## config.mk

```make
export PLATFORM = sky130hd
export DESIGN_NAME = svf_mul_clip
export DESIGN_NICKNAME = d
export VERILOG_FILES = /design/src/rtl/svf_mul_clip.sv
export SDC_FILE = /design/constraint.sdc
export NUM_CORES = 1
export LEC_CHECK = 0
export CORE_MARGIN = 2
export CORE_UTILIZATION = 60
export DETAILED_ROUTE_END_ITERATION = 8
export PLACE_DENSITY = 0.86
export SLEW_MARGIN = 10
export SYNTH_ARGS = -nofsm -noshare
export SYNTH_HDL_FRONTEND = slang
export SYNTH_SLANG_ARGS = --single-unit
```

## constraint.sdc

```tcl
create_clock -name clk -period 17.2 [get_ports clk]
set_input_delay 1.72 -clock clk [delete_from_list [all_inputs] [get_ports clk]]
set_output_delay 1.72 -clock clk [all_outputs]
set_load 0.02 [all_outputs]
```

## src/rtl/svf_mul_clip.sv

```systemverilog
`default_nettype none
// ============================================================================
//  Module   : svf_mul_clip
//  Purpose  : Arithmetic datapath for the state-variable filter.
//             - Signed (17b) x unsigned Q0.16 (16b) coefficient multiplier.
//               The product is floor-scaled by 2^-16, saturated to signed 16b
//               and registered: 1 clock latency, one new operation per clock.
//             - Three combinational 17b -> 16b saturating clippers that
//               produce the lowpass/bandpass/highpass outputs.
//  Ports    :
//    clk      in   1   system clock, rising edge
//    rst      in   1   synchronous reset, active-high (clears oMul only)
//    iSignal  in  17   signed multiplier operand
//    iCoef    in  16   unsigned coefficient, fraction scaled by 0x10000
//    oMul     out 16   registered, saturated signed product
//    iLow     in  17   signed lowpass accumulator
//    iBand    in  17   signed bandpass accumulator
//    iHigh    in  17   signed highpass accumulator
//    oLP      out 16   clipped iLow
//    oBP      out 16   clipped iBand
//    oHP      out 16   clipped iHigh
//  Revision : 1.0  initial release
// ============================================================================
module svf_mul_clip (
    input  logic               clk,
    input  logic               rst,
    input  logic signed [16:0] iSignal,
    input  logic        [15:0] iCoef,
    output logic signed [15:0] oMul,
    input  logic signed [16:0] iLow,
    input  logic signed [16:0] iBand,
    input  logic signed [16:0] iHigh,
    output logic signed [15:0] oLP,
    output logic signed [15:0] oBP,
    output logic signed [15:0] oHP
);

    localparam int                 c_NUM_CLIP = 3;
    localparam logic signed [33:0] c_MAX_POS  = 34'sd32767;
    localparam logic signed [33:0] c_MAX_NEG  = -34'sd32768;

    // ------------------------------------------------------------------
    // Multiplier
    // Both operands are extended to 34 bits so the multiply is a plain
    // signed multiply; the coefficient gets zero extension so 0x8000..0xFFFF
    // stay positive fractions. The true product fits in 33 bits.
    // ------------------------------------------------------------------
    logic signed [33:0] w_sigExt;
    logic signed [33:0] w_coefExt;
    logic signed [33:0] w_prod;
    logic signed [33:0] w_quot;
    logic signed [15:0] w_mulSat;

    assign w_sigExt  = {{17{iSignal[16]}}, iSignal};
    assign w_coefExt = {18'd0, iCoef};
    assign w_prod    = w_sigExt * w_coefExt;
    // Arithmetic shift gives floor division, so -1 * 1 yields -1, not 0.
    assign w_quot    = w_prod >>> 16;

    always_comb begin
        w_mulSat = w_quot[15:0];
        if (w_quot > c_MAX_POS) begin
            w_mulSat = 16'sh7FFF;
        end else if (w_quot < c_MAX_NEG) begin
            w_mulSat = 16'sh8000;
        end
    end

    logic signed [15:0] r_mul;

    always_ff @(posedge clk) begin
        if (rst) begin
            r_mul <= '0;
        end else begin
            r_mul <= w_mulSat;
        end
    end

    assign oMul = r_mul;

    // ------------------------------------------------------------------
    // Clippers
    // A 17-bit value fits in 16 bits exactly when its top two bits agree;
    // otherwise the sign bit picks which rail to clamp to.
    // ------------------------------------------------------------------
    function automatic logic [15:0] clip17to16(input logic [16:0] din);
        logic [15:0] result;
        if (din[16] != din[15]) begin
            result = din[16] ? 16'h8000 : 16'h7FFF;
        end else begin
            result = din[15:0];
        end
        return result;
    endfunction

    logic [16:0] w_clipIn  [c_NUM_CLIP];
    logic [15:0] w_clipOut [c_NUM_CLIP];

    assign w_clipIn[0] = iLow;
    assign w_clipIn[1] = iBand;
    assign w_clipIn[2] = iHigh;

    generate
        for (genvar gi = 0; gi < c_NUM_CLIP; gi++) begin : g_clip
            assign w_clipOut[gi] = clip17to16(w_clipIn[gi]);
        end
    endgenerate

    assign oLP = w_clipOut[0];
    assign oBP = w_clipOut[1];
    assign oHP = w_clipOut[2];

endmodule
`default_nettype wire

```

Word level (Yosys, flattened, before mapping)
Cells that the tools add are included.
Cells by class
  multipliers: 1
  $lt $le $gt $ge: 2
  equality and inequality tests: 3
  mux-type cells: 8
  reductions and logical operators: 1
Operators with widths (number)
  16-bit two-way mux: 7
  17-bit by 17-bit multiplier with 34-bit output: 1
  18-bit by 16-bit > comparator with 1-bit output (second input constant): 1
  18-bit by 16-bit less-than comparator with 1-bit output (second input constant): 1
  15-bit two-way mux: 1
  1-bit inequality test: 3
  2-bit OR reduction: 1
Storage, ports and cells
  flip-flop bits (word level): 16
  input bits: 86
  output and inout port bits: 64
  word-level logic and storage cells: 17

Logic depth before layout (Yosys ltp)
  word-level depth: 4
  mapped depth: 25
  depth with buffers taken out: 22

Least setup slack after synthesis
No wires, ideal clock.
  kind: input -> register
  from: in iCoef[4]
  to: reg r_mul[6], in the netlist oMul[6]
  library setup time: 0.141 ns
  arrival: 7.843 ns
  required time: 17.059 ns
  slack: 9.216 ns
  cell stages on the path: 21
  path buffers: 3
  cells stage by stage: clkbuf_1 > clkbuf_1 > nand2_1 > fa_1 > fa_1 > inv_1 > fa_1 > fa_1 > fa_1 > inv_1 > fa_1 > inv_1 > ha_1 > and3_4 > a221o_1 > a31o_4 > or3_1 > o211a_1 > buf_6 > o211ai_4 > o221ai_1
On the way
  longest elaborated chain between the ends: 4
  elaborated cells on any way between the ends: 5
  those cells by class: mul: 1; order compare: 2; mux: 2
Ends and longest elaborated chain
  start: declaration: line 28  | input logic [15:0] iCoef,
  17-bit by 17-bit multiplier with 34-bit output *: line 56  | assign w_prod = w_sigExt * w_coefExt;
  18-bit by 16-bit less-than comparator with 1-bit output: line 64  | end else if (w_quot < c_MAX_NEG) begin
  16-bit two-way mux: line 64
  15-bit two-way mux *: line 62  | if (w_quot > c_MAX_POS) begin
  end signal: assignment: line 75  | r_mul <= w_mulSat;
  end: declaration: line 69  | logic signed [15:0] r_mul;
Mark *: on every way between the ends. The rest lies on a longest branch, timed or not.
A chain may end at the register's enable or synchronous reset.

Worst setup path in the final report
  from: in iCoef[2]
  to: reg r_mul[10], in the netlist oMul[10]
Same word-level chain as after synthesis.

==> results <==
- Summed over all layers, the global routing overflow is 0.
- Along the worst path, the maximum fanout reaches 19.
- The register clock-pin slew on the reported worst setup and hold paths is 0.05 ns.
- The share of the Yosys chip area taken by registers is 0.02721.
- The row count is 51.
- The average wire length per cell after detail routing is 16.11 µm.
- The required time at the endpoint of the critical path is between 15 and 20 ns.
- In the post-synthesis netlist, the biggest area contributors are sky130_fd_sc_hd__fa_1 (47%), sky130_fd_sc_hd__inv_1 (12%), sky130_fd_sc_hd__ha_1 (9.7%), sky130_fd_sc_hd__nand2_1 (6.0%), sky130_fd_sc_hd__and2_1 (6.0%).
- The overall global routing resource usage is 0.2873.
- The number of antenna violations at the first check in global routing is 0.
- In the final layout, flip-flops and latches occupy about 320 µm².
- In this run the mean area of a mapped cell was 8.530 µm².
- The period utilization is 0.5263.
- The area of the multi-input gates is between 0.009 and 0.01 mm².
- The share of the synthesized area in the top cell type is 0.4711.
- The iteration-0 DRC count of the detailed router is 487.
- The final weighted congestion of routability-driven global placement is 0.9545.
- The die span in x is about 140 µm.
- The layout cell share with drive strength beyond 1 is 0.01222.
- The final max-slew violation count is 0.
- For this block, the via count after detailed routing is 9543.
- The data arrival time of the critical path is between 9 and 10 ns.
- The number of enable-type register cells in the synthesized netlist is 0.
- The die outline area is approximately 0.021 mm².
- The first-pass GRT wire length is about 47000 µm.
- The region available for standard cell placement spans between 0.015 and 0.02 mm².
- The number of top-level pins is 150.
- The synthesized design contains 16 register bits.
- Using the TritonRoute via totals, the vias-per-cell ratio works out to around 5.5.
- Summed over all nets, the half-perimeter wirelength after detailed placement is between 20000 and 25000 µm.
- Synthesis produced a netlist whose cell count is approximately 1400.
- The count of nets left with antenna violations once routing finished came out at 0.
- The tree built by TritonCTS fans out to 16 sinks.
- Setup violations remaining at the end of the flow were counted as 0.
- The synthesized netlist occupies a cell area of about 0.012 mm².
- Hold repair after CTS inserted 0 buffers.
- Ranked by instance count, the synthesized netlist is headed by sky130_fd_sc_hd__inv_1 (383), sky130_fd_sc_hd__fa_1 (277), sky130_fd_sc_hd__nand2_1 (188).
- The leading cell type by number of instances after synthesis is sky130_fd_sc_hd__inv_1.
- The largest net degree at the start of global routing is 20.
- The setup TNS after final layout is 0 ns.
- The post-CTS setup repair buffer count is 0.
- The type of element capturing the critical path is a register.
- The Yosys step of the flow raised 0 warnings.
- The count of fill cells added during filler insertion is ~1500.
- The post-route met1 wirelength is around 10000 µm.
- The highest metal layer with signal wires is met4.
- Counting distinct cell types in the post-synthesis netlist gives between 50 and 60.
- The run finished with clean final reports.
- Headroom to the max-slew limit came out at 0.3566.
- The number of antenna repair diodes is 0.
- The number of failing hold endpoints at the final stage is 0.
- The achievable frequency is around 110 MHz.
- Gates resized during post-CTS repair numbered 0.
- The pre-antenna-repair detailed-routing pass consisted of 7 iterations.
- After synthesis, the share of flip-flops with an asynchronous set or reset is 0.
- The area growth from synthesis to layout is 14.02%.
- The number of design rule violations left after detail routing is 0.
- The dominant cell type by area after synthesis is sky130_fd_sc_hd__fa_1.
- Across the run, the number of max-cap violations was 0.
- The starting density of the core is 0.6088.
- The number of CTS-inserted buffers is 3.
- STA classifies the critical path startpoint as an input pin.
- Setup repair after global routing left no endpoint under its margin.
- The clock passes through at most 2 buffers.
- Detailed routing placed a total of about 1600 µm of wire on met3.
- The type of the worst min-delay path is in2reg.
- The number of nets in the synthesized netlist is 1834.
- The port buffer count is approximately 150.
- The pin slew with the least headroom to its limit is just under 1 ns.
- In this run the vertical extent of the chip is between 100 and 150 µm.
- The maximum level of the CTS H-tree is 1.
- For this run, the leading register cell type out of synthesis is sky130_fd_sc_hd__dfxtp_1.
- The final critical-path required period is roughly 9 ns.
- In this run the clock root is driven by a sky130_fd_sc_hd__clkbuf_16.
- The met2 wire length is between 15000 and 20000 µm.
- The via count of the first global-routing pass came to between 10000 and 15000.
- The clock tree from TritonCTS is done.
- The number of flip-flops under the largest register name is 16.
- The worst setup path is of the in2reg kind.
- For this block, the routed nets add up to roughly 28000 µm of wire.
- At the end of the flow, the number of nets in the layout was 1929.
## layout make-up
cell class              instances  area share
well taps                     265     0.02470
flip-flops and latches         16     0.02387
multi-input cells             922      0.7276
clock buffers                   3    0.005593
repair buffers                149      0.1111
inverters                     383      0.1071
## metal layers
layer | vias up | GRT usage
met5 | - | 0
met4 | 0 | 0.1249
met3 | 109 | 0.03543
met2 | 368 | 0.5436
met1 | 4785 | 0.3241
li1 | 4281 | -
## cell usage in the layout (no fill, tap or decap), types with 2 or more instances in the layout
cell type and instances:
sky130_fd_sc_hd__inv_1 383, sky130_fd_sc_hd__fa_1 277, sky130_fd_sc_hd__nand2_1 188, sky130_fd_sc_hd__clkdlybuf4s50_1 149, sky130_fd_sc_hd__and2_1 112, sky130_fd_sc_hd__ha_1 91, sky130_fd_sc_hd__a21oi_1 56, sky130_fd_sc_hd__a21o_1 24
sky130_fd_sc_hd__nor2_1 20, sky130_fd_sc_hd__o21ai_0 20, sky130_fd_sc_hd__nand3_1 17, sky130_fd_sc_hd__dfxtp_1 16, sky130_fd_sc_hd__nor3_1 13, sky130_fd_sc_hd__xnor2_1 11, sky130_fd_sc_hd__o211ai_1 7, sky130_fd_sc_hd__nand4_1 6
sky130_fd_sc_hd__and3_1 5, sky130_fd_sc_hd__a31oi_1 5, sky130_fd_sc_hd__nor2b_1 4, sky130_fd_sc_hd__a211oi_1 4, sky130_fd_sc_hd__xor2_1 4, sky130_fd_sc_hd__o311ai_1 4, sky130_fd_sc_hd__or2_2 3, sky130_fd_sc_hd__a21boi_0 3
sky130_fd_sc_hd__or3_1 3, sky130_fd_sc_hd__o2111ai_1 3, sky130_fd_sc_hd__nor4_1 3, sky130_fd_sc_hd__clkbuf_16 3, sky130_fd_sc_hd__nand2b_1 2, sky130_fd_sc_hd__a31o_2 2, sky130_fd_sc_hd__o21a_1 2, sky130_fd_sc_hd__a221oi_1 2
sky130_fd_sc_hd__nor3b_1 2, sky130_fd_sc_hd__o21ai_1 2, sky130_fd_sc_hd__a311oi_1 2, sky130_fd_sc_hd__o221ai_1 2, sky130_fd_sc_hd__a32oi_1 2
## final timing paths
path                                   to  cells past startpoint  slack [ns]     start
worst max-delay path  oMul[10]$_SDFF_PP0_                     19        8.15  iCoef[2]
worst min-delay path  oMul[15]$_SDFF_PP0_                      2        2.32       rst
## worst max-delay path, cell delays in order
cell	delay, ns
sky130_fd_sc_hd__clkdlybuf4s50_1	0.88
sky130_fd_sc_hd__nand2_1	0.27
sky130_fd_sc_hd__fa_1	0.79
sky130_fd_sc_hd__fa_1	0.54
sky130_fd_sc_hd__inv_1	0.31
sky130_fd_sc_hd__fa_1	0.51
sky130_fd_sc_hd__fa_1	0.48
sky130_fd_sc_hd__fa_1	0.52
sky130_fd_sc_hd__inv_1	0.05
sky130_fd_sc_hd__fa_1	0.47
sky130_fd_sc_hd__inv_1	0.04
sky130_fd_sc_hd__ha_1	0.37
sky130_fd_sc_hd__and3_4	0.21
sky130_fd_sc_hd__a221o_1	0.35
sky130_fd_sc_hd__a31o_4	0.23
sky130_fd_sc_hd__a221oi_1	0.30
sky130_fd_sc_hd__o211a_1	0.61
sky130_fd_sc_hd__a21oi_1	0.25
sky130_fd_sc_hd__nor4_1	0.30
## stage by stage
| step | cells | setup WS, ns | util | hold WS, ns | instance area [µm²] |
|---|---|---|---|---|---|
| after floorplan | 1380 | 9.216 | - | 2.019 | 11770 |
| after global placement | 1735 | 8.123 | 0.6903 | 2.518 | 13350 |
| after detailed placement | 1735 | 7.964 | 0.6903 | 2.518 | 13350 |
| after CTS | 1738 | 8.178 | 0.6942 | 2.323 | 13420 |
| after global routing | 1738 | 7.688 | 0.6942 | 2.366 | 13420 |
| final | 1738 | 8.148 | 0.6942 | 2.317 | 13420 |
## kinds of logic (layout without fill, tap and decap cells)
group / Yosys count / in the layout / share of synthesized area
xor gates and xnor gates: 17 / 17 / 0.01541
DFF: 16 / 16 / 0.02721
adders and majority gates: 368 / 368 / 0.5678
and+or+nand+nor: 386 / 386 / 0.1600
buffers and inverters: 442 / 535 / 0.1432
AOI/OAI and AO/OA: 151 / 151 / 0.08642
Power is left out: the tool's default activity adds up to more than one toggle a clock period on the data nets, which glitch-free logic cannot reach.
